[config.mk]
export PLATFORM = sky130hd
export DESIGN_NAME = demux_quad1_4
export DESIGN_NICKNAME = d
export VERILOG_FILES = /design/src/rtl/demux_quad1_4.sv
export SDC_FILE = /design/constraint.sdc
export NUM_CORES = 1
export LEC_CHECK = 0
export ABC_AREA = 1
export CAP_MARGIN = 10
export CORE_MARGIN = 4
export CORE_UTILIZATION = 45
export DETAILED_ROUTE_END_ITERATION = 16
export PLACE_DENSITY = 0.76
export SYNTH_ARGS = -nofsm -noshare
export SYNTH_HDL_FRONTEND = slang
export SYNTH_SLANG_ARGS = --single-unit
[constraint.sdc]
create_clock -name clk -period 1.69 [get_ports clk]
set_clock_uncertainty 0.1 [all_clocks]
set_input_delay 0.2535 -clock clk [delete_from_list [all_inputs] [get_ports clk]]
set_output_delay 0.2535 -clock clk [all_outputs]
set_load 0.1 [all_outputs]
[src/rtl/demux_quad1_4.sv]
// Quad 1-to-4 demultiplexer: routes tagged 4-bit words into four independent
// per-channel FIFOs with valid/ready handshakes. Optional `DEMUX_STATS_EN adds AcceptCnt.
module demux_quad1_4 #(
  parameter int DEPTH = 2
) (
  input  logic        clk,
  input  logic        rst_n,
  input  logic [3:0]  InData,
  input  logic [1:0]  InSel,
  input  logic        InValid,
  output logic        InReady,
  output logic [3:0]  OutA,
  output logic [3:0]  OutB,
  output logic [3:0]  OutC,
  output logic [3:0]  OutD,
  output logic [3:0]  OutValid,
  input  logic [3:0]  OutReady
`ifdef DEMUX_STATS_EN
  ,
  output logic [31:0] AcceptCnt
`endif
);

  localparam int PW = (DEPTH > 1) ? $clog2(DEPTH) : 1;
  localparam int CW = PW + 1;

  logic [3:0]    r_mem   [4][DEPTH];
  logic [PW-1:0] r_wptr  [4];
  logic [PW-1:0] r_rptr  [4];
  logic [CW-1:0] r_count [4];

  logic [3:0] w_full;
  logic [3:0] w_empty;
  logic [3:0] w_push;
  logic [3:0] w_pop;

  for (genvar k = 0; k < 4; k++) begin : g_ch
    assign w_full[k]  = (r_count[k] == CW'(DEPTH));
    assign w_empty[k] = (r_count[k] == '0);
    // A full channel refuses the word even if it pops this cycle: no path from OutReady.
    assign w_push[k]  = InValid & InReady & (InSel == 2'(k));
    assign w_pop[k]   = ~w_empty[k] & OutReady[k];
  end

  assign InReady  = ~w_full[InSel];
  assign OutValid = ~w_empty;

  assign OutA = r_mem[0][r_rptr[0]];
  assign OutB = r_mem[1][r_rptr[1]];
  assign OutC = r_mem[2][r_rptr[2]];
  assign OutD = r_mem[3][r_rptr[3]];

  // NOTE: sequential state uses non-blocking assignments so every register
  // samples the pre-edge values of its neighbours regardless of statement order.
  always_ff @(posedge clk or negedge rst_n) begin
    if (!rst_n) begin
      for (int k = 0; k < 4; k++) begin
        r_wptr[k]  <= '0;
        r_rptr[k]  <= '0;
        r_count[k] <= '0;
      end
    end else begin
      for (int k = 0; k < 4; k++) begin
        if (w_push[k]) r_wptr[k] <= r_wptr[k] + PW'(1);
        if (w_pop[k])  r_rptr[k] <= r_rptr[k] + PW'(1);
        unique case ({w_push[k], w_pop[k]})
          2'b10:   r_count[k] <= r_count[k] + CW'(1);
          2'b01:   r_count[k] <= r_count[k] - CW'(1);
          default: r_count[k] <= r_count[k];
        endcase
      end
    end
  end

  // NOTE: storage has no reset; the cleared counts already mark every entry
  // invalid, so resetting the array would only cost flops and reset routing.
  always_ff @(posedge clk) begin
    for (int k = 0; k < 4; k++) begin
      if (w_push[k]) r_mem[k][r_wptr[k]] <= InData;
    end
  end

`ifdef DEMUX_STATS_EN
  logic [7:0] r_acc_cnt [4];

  always_ff @(posedge clk or negedge rst_n) begin
    if (!rst_n) begin
      for (int k = 0; k < 4; k++) r_acc_cnt[k] <= '0;
    end else begin
      for (int k = 0; k < 4; k++) begin
        if (w_push[k] && (r_acc_cnt[k] != 8'hFF)) r_acc_cnt[k] <= r_acc_cnt[k] + 8'd1;
      end
    end
  end

  assign AcceptCnt = {r_acc_cnt[3], r_acc_cnt[2], r_acc_cnt[1], r_acc_cnt[0]};
`endif

endmodule

Word-level counts from Yosys, hierarchy flattened
Memory sizes are Yosys's and may differ from the RTL's. Index checks and enable logic that the tools add are counted.

Add/subtract/negate cells: 16. Order comparisons: 13. Eq/ne operators: 15. Mux-type cells: 43. Bitwise gates (word level): 23. Reduce and logical (&&, ||, !) cells: 16.

Operator list (number): 2-to-1 mux 8 bit (10); 2-to-1 mux 4 bit (16); OR reduction 8 bit (3); == test 2 bit, second input constant (10); demux 4 bit (select 1 bit) (4); greater-or-equal comparator 2 bit, second input constant (8); inverter 1 -> 2 bit (8); one-hot mux 2 bit (2 select lines) (4); == test 2 x 1 -> 1 bit, second input constant (5); logical NOT 2 bit (5); bitwise AND 1 bit (9); adder 1 bit, second input constant (8); adder 2 x 1 -> 2 bit, second input constant (4); < comparator 2 x 1 -> 1 bit, second input constant (4); nonzero test 2 bit (4); subtractor 2 x 1 -> 2 bit, second input constant (4); 2-to-1 mux 2 bit (3); 2-to-1 mux 1 bit (5); inverter 1 bit (5); logical AND 1 bit (4); inverter 4 bit (1); < comparator 2 x 3 -> 1 bit, second input constant (1); binary-select mux 1 bit (select 2 bit) (1).

Bits in registers: 16. Bits in writable memories: 32. Word-level logic and storage cells: 139. Memories: 1.

Memory list: r_mem (words 4, width 8, rd ports 4, clocked after Yosys merged registers in 0, write ports 1, RTL line 27) `logic [3:0] r_mem [4][DEPTH];`.

Longest topological paths before layout
Gate-level depths: netlist (run 1).

Depth after elaboration: 12. Gate-level depth with buffers: 10.

Least setup slack after synthesis (run 1)
Ideal clock, no wire load.

Kind: register -> register. From: register r_count[5] (netlist bit). To: register r_count[3] (netlist bit). Setup time: 0.131 ns. Arrival time: 1.833 ns. Required time: 1.459 ns. Path slack: -0.374 ns. Cell stages (with the launch flop): 11. Period minus slack after synthesis: 2.064 ns. Path through: dfrtp_1 > inv_1 > nor2_1 > nand2_1 > nand2_2 > nor2_8 > nand3_2 > ha_1 > a21oi_1 > o21ai_0 > xor2_1.

Longest elaborated chain between the ends: 8.

RTL lines: start, declared (RTL line 30) `logic [CW-1:0] r_count [4];`; start signal, assigned by index (RTL line 67) `2'b10: r_count[k] <= r_count[k] + CW'(1);`; start signal, assigned by index (RTL line 68) `2'b01: r_count[k] <= r_count[k] - CW'(1);`; start signal, assigned by index (RTL line 69) `default: r_count[k] <= r_count[k];`; == test 2 bit (*) (RTL line 38) `assign w_full[k] = (r_count[k] == CW'(DEPTH));`; binary-select mux 1 bit (select 2 bit) (*) (RTL line 45) `assign InReady = ~w_full[InSel];`; 2-to-1 mux 1 bit (implied by the code) (*) (RTL line 45); inverter 1 bit (*) (RTL line 45); named net InReady (RTL line 11) `output logic InReady,`; bitwise AND 1 bit (*) (2 in series) (RTL line 41) `assign w_push[k] = InValid & InReady & (InSel == 2'(k));`; == test 2 x 1 -> 1 bit / == test 2 bit (equally long branches) (RTL line 66) `unique case ({w_push[k], w_pop[k]})`; one-hot mux 2 bit (2 select lines) / nonzero test 2 bit (equally long branches).

The timed path passes the listed nets; every way through them passes the cells marked *. The select of a mux whose other input is x is not followed. A chain may end at the register's enable or synchronous reset.

Final worst setup path (run 1)
From: register r_count[7] (netlist bit). To: register r_count[7] (netlist bit).

Longest elaborated chain between the ends: 8.

RTL lines (RTL line): == test 2 bit (38); binary-select mux 1 bit (select 2 bit) (45); 2-to-1 mux 1 bit (implied by the code) (45); inverter 1 bit (45); bitwise AND 1 bit (2 in series) (41); == test 2 x 1 -> 1 bit / == test 2 bit (equally long branches) (66); one-hot mux 2 bit (2 select lines) / nonzero test 2 bit (equally long branches).

Parallel ways exist; a longest one is shown, timed or not. The select of a mux whose other input is x is not followed.

==> results by group, run 1 <==
Layout
  • Commonest non-fill, non-tap cells in the layout: nand2_1, buf_4, edfxtp_1, buf_12, dfrtp_1
  • Multi-input logic area: 798 um^2
  • ANT cells: 0
  • Share of layout cells above drive strength 1: 46.0%
  • Fillers: 248
  • Commonest non-fill, non-tap cell in the layout: nand2_1
  • Util after Layout: 77.0%
  • # nets final: 292
  • Register area: 1360 um^2
  • Area Overhead vs Synth: 63.6%

Placed design
  • Port Buffers: 33
  • DP HPWL: 2900 um
  • Gpl congestion: 0.752

Drt
  • Via density: 4.86
  • Post-route ant nets: 0
  • Pre-antenna DRT Iters: 4
  • Drt first-iter violations: 158
  • Routed vias: 1593
  • Post-Route WL: 5060 um
  • Drt wl/cell: 15.4 um
  • DR DRC count: 0

Run status
  • Status: finished with violations
  • Failing checks: setup timing

GRT
  • Global-route wire length before repair: 6910 um
  • Total GRT Usage: 16.5%
  • Initial antenna violation count: 0
  • Largest net degree at the start of global routing: 17
  • Vias in the first global route: 1528
  • GR Overflow Total: 0

Yosys
  • Synth warn: 0
  • Yosys reg bits: 48
  • Syn_nets: 204
  • Syn Std Cell Area: 2060 um^2
  • Cells after Synth: 187
  • Unique masters post-synth: 17
  • Post-synthesis sequential area ratio: 66.0%
  • Avg Cell Area, Syn: 11.0 um^2

Timing
  • Slew Viols, Final: 0
  • Hold Vio Cnt, Final: 0
  • Final worst setup slack: -0.208 ns
  • RSZ-0062 raised after global routing: true
  • Finish-stage setup viols: 38
  • Final min period: 1.90 ns
  • Worst slew pin tran: 0.311 ns
  • Slew headroom: 79.2%
  • Tcrit/Tclk final: 112%
  • FMAX: 0.527 GHz

Clocking
  • Clock Sinks: 48
  • Root Buffer: clkbuf_8
  • Max clock buf depth: 2
  • CTS tree: done
  • Hold Buf Count CTS: 0
  • Worst skew pair latency: 0.30 ns
  • Reg clk slew, reported paths: 0.09 ns
  • CTS Buf Count: 5
  • CTS H-tree depth: 2

Die
  • Die Area: 5730 um^2
  • Die X-Extent: 75.7 um
  • Core area: 4380 um^2
  • DIE HEIGHT: 75.7 um
  • FP Rows: 24
  • Top Ports: 34
  • Initial Util: 47.1%

Job
  • MaxCap Viol Count: 0

Setup path
  • Critical Path Start Type: flip-flop
  • Worst Path Arrival: 1.98 ns
  • CP required: 1.77 ns
  • CP endpoint kind: flip-flop
  • CP Class: flip-flop to flip-flop
  • Crit path max fanout: 3

Worst hold path
  • Hold WC Path Type: input pin to async pin
worst max-delay path: stages, from the launching register on:
cell	delay, ns
dfrtp_1	0.41
inv_2	0.10
nor2_4	0.04
nand2_2	0.08
nand2_4	0.07
nor2_8	0.15
buf_12	0.12
nand3_4	0.09
ha_4	0.26
a21oi_2	0.12
o21ai_2	0.07
xor2_1	0.16
through the flow:
stage | worst slack (ns) | instances | instance area, um^2 | hold WS (ns) | TNS [ns]
6_report | -0.208 | 328 | 3370 | 0.170 | -3.38
5_1_grt | -0.255 | 328 | 3370 | 0.181 | -4.84
4_1_cts | -0.0858 | 321 | 3210 | 0.176 | -0.435
3_5_place_dp | -0.496 | 301 | 3000 | 0.365 | -16.51
3_3_place_gp | -0.424 | 301 | 3000 | 0.353 | -14.07
2_1_floorplan | -0.269 | 187 | 2160 | -0.142 | -4.66
kinds of logic (layout without fill, tap and decap cells):
family / count (synthesis) / in the layout / share of synthesized area, %
DFF: 48 / 48 / 66.0
AOI/OAI and AO/OA: 8 / 8 / 1.94
xor gates and xnor gates: 12 / 12 / 5.09
adders and majority gates: 4 / 4 / 2.43
buffers and inverters: 24 / 113 / 4.43
and+or+nand+nor: 91 / 91 / 20.1
synthesized netlist by cell type, drive strengths merged:
master   n  share of area (%)
nand4    4                1.2
xnor2    4                1.7
edfxtp  32                 47
nand2   67                 12
inv     23                4.2
nor2    12                3.3
or2      4                1.2
o21ai    4               0.97
a21oi    4               0.97
buf      1               0.24
nand3    4                1.9
ha       4                2.4
dfrtp   16                 19
xor2     8                3.4
final timing paths:
path | depth (start not counted) | slack (ns) | endpoint | start
worst max register to register | 11 | -0.21 | r_count[7] | r_count[7]
worst min-delay path | 2 | 0.17 | r_count[3] | rst_n
max in group asynchronous | 2 | 1.12 | r_rptr[2] | rst_n
worst max-delay path | 11 | -0.21 | r_count[7] | r_count[7]
worst min register to register | 2 | 0.40 | r_wptr[2] | r_wptr[2]
min in group clk | 2 | 0.40 | r_wptr[2] | r_wptr[2]
sequential cells by signal (all words and copies together) (netlist names):
name     count
r_mem       32
r_count      8
r_rptr       4
r_wptr       4
metal layers:
metal | vias to the layer above | track usage [%] | wire length, um
li1 | 782 | - | -
met1 | 748 | 18.7 | 1980
met2 | 52 | 30.4 | 2770
met3 | 11 | 3.30 | 205
met4 | 0 | 6.41 | 113
met5 | - | 0 | 0
timing repair:
item,CTS,global route
buffers inserted,12,8
hold endpoints to repair,0,0
pin swaps,6,8
resized for setup,9,32
setup endpoints to repair,42,57
final cells by class:
cell class	instances	area share, %
well taps	52	1.93
flip-flops and latches	48	40.3
clock inverters	3	0.556
inverters	23	2.56
repair buffers	82	28.9
multi-input cells	115	23.7
clock buffers	5	2.04
Power of run 1 is left out: the tool's default activity adds up to more than one toggle a clock period on the data nets, which glitch-free logic cannot reach.
==> inputs of run 2 (changes only) <==
==> constraint.sdc (replaced) <==
create_clock -name clk -period 1.69 [get_ports clk]
set_clock_uncertainty 0.1 [all_clocks]
set_input_delay 0.169 -clock clk [delete_from_list [all_inputs] [get_ports clk]]
set_output_delay 0.169 -clock clk [all_outputs]
set_load 0.1 [all_outputs]
==> run 2 against run 1 <==
The flow still finishes with violations (setup timing). Cell area decreased by 4.8%. Final cell count decreased by 4.0%. Register-to-register slack improved by 0.14 ns. Global-route usage decreased by 0.93 points. Core utilization decreased by 3.7 points. Sequential share of layout area increased by 2.0 points. Hold slack got worse by 0.085 ns. Fmax increased by 7.5%. Non-clock buffer count decreased by 13. Wire length decreased by 19%. First-iteration DRC count decreased by 60%. Clock-buffer cell count increased by 1. Critical path type is now flip-flop to output port. Critical endpoint is now InReady. Largest cell class unchanged. Highest routed layer unchanged.
==> results by group, run 2 (synthesized netlist as in run 1, its figures left out) <==
Run status
  • Status: finished with violations
  • Failing checks: setup timing

Timing
  • Tcrit/Tclk final: 104%
  • Slew headroom: 82.0%
  • Setup TNS: -0.785 ns
  • FMAX: 0.566 GHz
  • Final min period: 1.77 ns
  • Fin Hold WS: 0.0854 ns
  • Finish-stage setup viols: 14
  • Final worst setup slack: -0.0758 ns
  • Hold Vio Cnt, Final: 0
  • Slew Viols, Final: 0
  • Worst slew pin tran: 0.269 ns
  • RSZ-0062 raised after global routing: true

Layout
  • Fillers: 265
  • Multi-input logic area: 746 um^2
  • Register area: 1360 um^2
  • ANT cells: 0
  • Share of layout cells above drive strength 1: 37.3%
  • Util after Layout: 73.3%
  • Commonest non-fill, non-tap cell in the layout: nand2_1
  • # nets final: 279
  • Largest register FFs: 32
  • Commonest non-fill, non-tap cells in the layout: nand2_1, edfxtp_1, buf_4, buf_12, inv_1
  • Area Overhead vs Synth: 55.7%

GRT
  • Largest net degree at the start of global routing: 17
  • GR Overflow Total: 0
  • Total GRT Usage: 15.6%
  • Most Crowded Layer GR: met2
  • Initial antenna violation count: 0
  • Met2 Resource Use GR: 29.0%
  • Global-route wire length before repair: 6580 um
  • Vias in the first global route: 1455
  • Routing usage on met3: 2.77%
  • GRT met1 Usage: 18.3%

Drt
  • Post-Route WL: 4090 um
  • Pre-antenna DRT Iters: 4
  • Drt first-iter violations: 63
  • Routed vias: 1473
  • Post-route ant nets: 0
  • DR DRC count: 0
  • Drt wl/cell: 13.0 um
  • Via density: 4.68

Placed design
  • Gpl congestion: 0.753
  • Port Buffers: 33
  • DP HPWL: 2940 um
  • Dpl ws: -0.417 ns

Clocking
  • CTS H-tree depth: 2
  • Clock Sinks: 48
  • Reg clk slew, reported paths: 0.08 ns
  • Root Buffer: clkbuf_8
  • CTS Buf Count: 5
  • CTS tree: done
  • Hold Buf Count CTS: 0
  • Max clock buf depth: 2
  • Worst skew pair latency: 0.30 ns

Die
  • Top Ports: 34
  • DIE HEIGHT: 75.7 um
  • FP Rows: 24
  • Die Area: 5730 um^2
  • Core area: 4380 um^2
  • Initial Util: 47.1%
  • Die X-Extent: 75.7 um

Setup path
  • Critical Path Start Type: flip-flop
  • Worst Path Arrival: 1.50 ns
  • CP endpoint kind: output port
  • CP required: 1.42 ns
  • CP Class: flip-flop to output port
  • Crit path max fanout: 7

Worst hold path
  • Hold WC Path Type: input pin to async pin

Job
  • MaxCap Viol Count: 0
## run 2: critical path: stages (launching register included)
cell and delay, ns:
dfrtp_1 0.40, inv_2 0.06, nor2_1 0.03, nand2_1 0.07, nand2_2 0.09, nor2_8 0.22, buf_4 0.16, buf_12 0.16
## run 2: area by class of cell
cell class | instances | share of cell area [%]
Clock buffer | 6 | 2.26
Clock inverter | 2 | 1.09
Inverter | 23 | 2.69
Multi-Input combinational cell | 115 | 23.2
Sequential cell | 48 | 42.4
Tap cell | 52 | 2.02
Timing Repair Buffer | 69 | 26.4
## run 2: path summary, 6_finish.rpt
| check | end | startpoint | depth (start not counted) | slack [ns] |
|---|---|---|---|---|
| max | InReady | r_count[3] | 7 | -0.08 |
| min | r_count[7] | rst_n | 2 | 0.09 |
| max reg2reg | r_count[7] | r_count[3] | 10 | -0.07 |
| min reg2reg | r_wptr[2] | r_wptr[2] | 2 | 0.40 |
| max in group asynchronous | r_rptr[2] | rst_n | 2 | 1.20 |
| min in group clk | r_rptr[0] | OutReady[3] | 3 | 0.35 |
## run 2: through the flow
| step | area [um^2] | instances |
|---|---|---|
| 2_1_floorplan | 2160 | 187 |
| 3_3_place_gp | 3000 | 301 |
| 3_5_place_dp | 3000 | 301 |
| 4_1_cts | 3150 | 311 |
| 5_1_grt | 3210 | 315 |
| 6_report | 3210 | 315 |
## run 2: routing by layer
metal | wire length [um] | share of wire, % | vias up
met5 | 0 | 0 | -
met4 | 66 | 1.6 | 0
met3 | 123 | 3.0 | 6
met2 | 2220 | 54 | 27
met1 | 1680 | 41 | 685
li1 | - | - | 755
## run 2: repair_timing
item,4_1_cts,5_1_grt
endpoints found under the setup margin,19,41
buffers inserted,2,5
pin swaps,2,5
gates resized for setup,8,9
Power of run 2 is left out for the same reason.
==> inputs of run 3 (changes only) <==
--- a/config.mk
+++ b/config.mk
@@ -8,9 +8,9 @@
 export ABC_AREA = 1
 export CAP_MARGIN = 10
 export CORE_MARGIN = 4
-export CORE_UTILIZATION = 45
+export CORE_UTILIZATION = 47
 export DETAILED_ROUTE_END_ITERATION = 16
-export PLACE_DENSITY = 0.76
+export PLACE_DENSITY = 0.79
 export SYNTH_ARGS = -nofsm -noshare
 export SYNTH_HDL_FRONTEND = slang
 export SYNTH_SLANG_ARGS = --single-unit
==> constraint.sdc (replaced) <==
create_clock -name clk -period 1.69 [get_ports clk]
set_clock_uncertainty 0.1 [all_clocks]
set_input_delay 0.4225 -clock clk [delete_from_list [all_inputs] [get_ports clk]]
set_output_delay 0.4225 -clock clk [all_outputs]
set_load 0.1 [all_outputs]
==> run 3 against run 2 <==
Die area fell by 3.8%. Highest routed layer unchanged. Cell area grew 10%. Hold slack better by 0.27 ns. Critical endpoint unchanged. Critical path depth shrank 1. The run still ends with setup timing left. Critical path type unchanged. Largest cell class unchanged.
==> results by group, run 3 (synthesized netlist as in run 1, its figures left out) <==
GRT
  • Vias in the first global route: 1687
  • Global-route wire length before repair: 7600 um
  • GR Overflow Total: 0
  • Total GRT Usage: 18.9%
  • Initial antenna violation count: 0
  • Largest net degree at the start of global routing: 17

Clocking
  • Max clock buf depth: 2
  • CTS tree: done
  • Hold Buf Count CTS: 0
  • Clock Sinks: 48
  • CTS Buf Count: 5
  • Worst skew pair latency: 0.31 ns
  • CTS H-tree depth: 2
  • Reg clk slew, reported paths: 0.09 ns
  • Root Buffer: clkbuf_8

Die
  • Core area: 4120 um^2
  • FP Rows: 23
  • DIE HEIGHT: 74.3 um
  • Top Ports: 34
  • Die Area: 5510 um^2
  • Initial Util: 50.1%
  • Die X-Extent: 74.3 um

Run status
  • Failing checks: setup timing
  • Status: finished with violations

Timing
  • Tcrit/Tclk final: 113%
  • Slew Viols, Final: 0
  • Final min period: 1.91 ns
  • Final worst setup slack: -0.223 ns
  • Hold Vio Cnt, Final: 0
  • Finish-stage setup viols: 49
  • Worst slew pin tran: 0.306 ns
  • Slew headroom: 79.5%
  • FMAX: 0.523 GHz
  • RSZ-0062 raised after global routing: true
  • Fin Hold WS: 0.355 ns

Setup path
  • Worst r2r src: r_count[5]
  • Worst Path Arrival: 1.39 ns
  • Setup crit end: InReady
  • Reg2reg end: r_count[3]
  • CP required: 1.17 ns
  • CP endpoint kind: output port
  • Internal reg-to-reg setup slack: -0.11 ns
  • Register-to-Register Path Depth: 11
  • CP Class: flip-flop to output port
  • Worst setup path startpoint: r_count[2]
  • Crit path max fanout: 4
  • Critical Path Start Type: flip-flop

Drt
  • Post-Route WL: 5430 um
  • Drt wl/cell: 16.8 um
  • DR DRC count: 0
  • Routed vias: 1603
  • Drt first-iter violations: 108
  • Pre-antenna DRT Iters: 4
  • Post-route ant nets: 0
  • Via density: 4.95

Placed design
  • Port Buffers: 33
  • DP HPWL: 2980 um
  • Gpl congestion: 0.738

Worst hold path
  • Hold WC Path Type: input pin to async pin

Job
  • MaxCap Viol Count: 0

Layout
  • Commonest non-fill, non-tap cells in the layout: nand2_2, buf_4, edfxtp_1, nand2_1, buf_12
  • Share of layout cells above drive strength 1: 60.6%
  • ANT cells: 0
  • Area Overhead vs Synth: 71.9%
  • Largest register FFs: 32
  • # nets final: 290
## run 3: changes by cell type in the layout (fill, tap and decap cells not counted), moves of 3 or more
cell,previous run,this run
nor2_1,4,1
or2_4,0,3
inv_1,17,8
inv_2,6,11
nand2_1,65,27
nand2_2,2,32
inv_4,0,3
buf_4,29,32
or2_2,4,1
buf_6,6,13
nand2_4,0,8
## run 3: how the worst min path moves through the flow
stage | start | to | slack [ns] | depth (start not counted)
after floorplan | rst_n | r_count[0] | 0.03 | 0
after global placement | r_wptr[1] | r_wptr[1] | 0.35 | 2
after detailed placement | r_wptr[2] | r_wptr[2] | 0.36 | 2
after CTS | rst_n | r_count[5] | 0.34 | 2
after global routing | rst_n | r_wptr[2] | 0.36 | 2
final | rst_n | r_rptr[0] | 0.35 | 2
## run 3: routing by layer
metal,share of wire [%],track usage (%),vias to the layer above,routed length [um]
met3,3.5,4.59,11,189
met5,0,0,-,0
met1,39,21.4,782,2120
met2,55,33.6,37,3010
met4,2.1,8.50,0,116
li1,-,-,773,-
## run 3: worst max-delay path, stage by stage (launching register included)
cell     delay [ns]
dfrtp_1        0.43
nor2_1         0.14
nand2_1        0.08
nand2_2        0.11
nor2_8         0.04
buf_6          0.11
buf_12         0.15
## run 3: per-stage QoR
step	setup slack [ns]	util (%)	std cells	setup TNS (ns)	area [um^2]
after floorplan	-0.335	-	187	-5.80	2250
after global placement	-0.662	74.9	297	-25.34	3080
after detailed placement	-0.714	74.9	297	-27.09	3080
after CTS	-0.196	81.2	314	-2.19	3340
after global routing	-0.267	86.2	324	-5.57	3550
final	-0.223	86.2	324	-2.46	3550
## run 3: area by class of cell
class	count	area (um^2)
flip-flops and latches	48	1360
repair buffers	80	963
multi-input cells	115	913
fillers	175	568
inverters	23	106
clock buffers	5	68.8
clock inverters	3	68.8
well taps	50	62.6
## run 3: repair_timing
action,4_1_cts,5_1_grt
pin swaps,11,24
endpoints found under the hold margin,0,0
setup buffers,10,10
resized for setup,31,41
setup endpoints to repair,65,56
Power of run 3 is left out for the same reason.
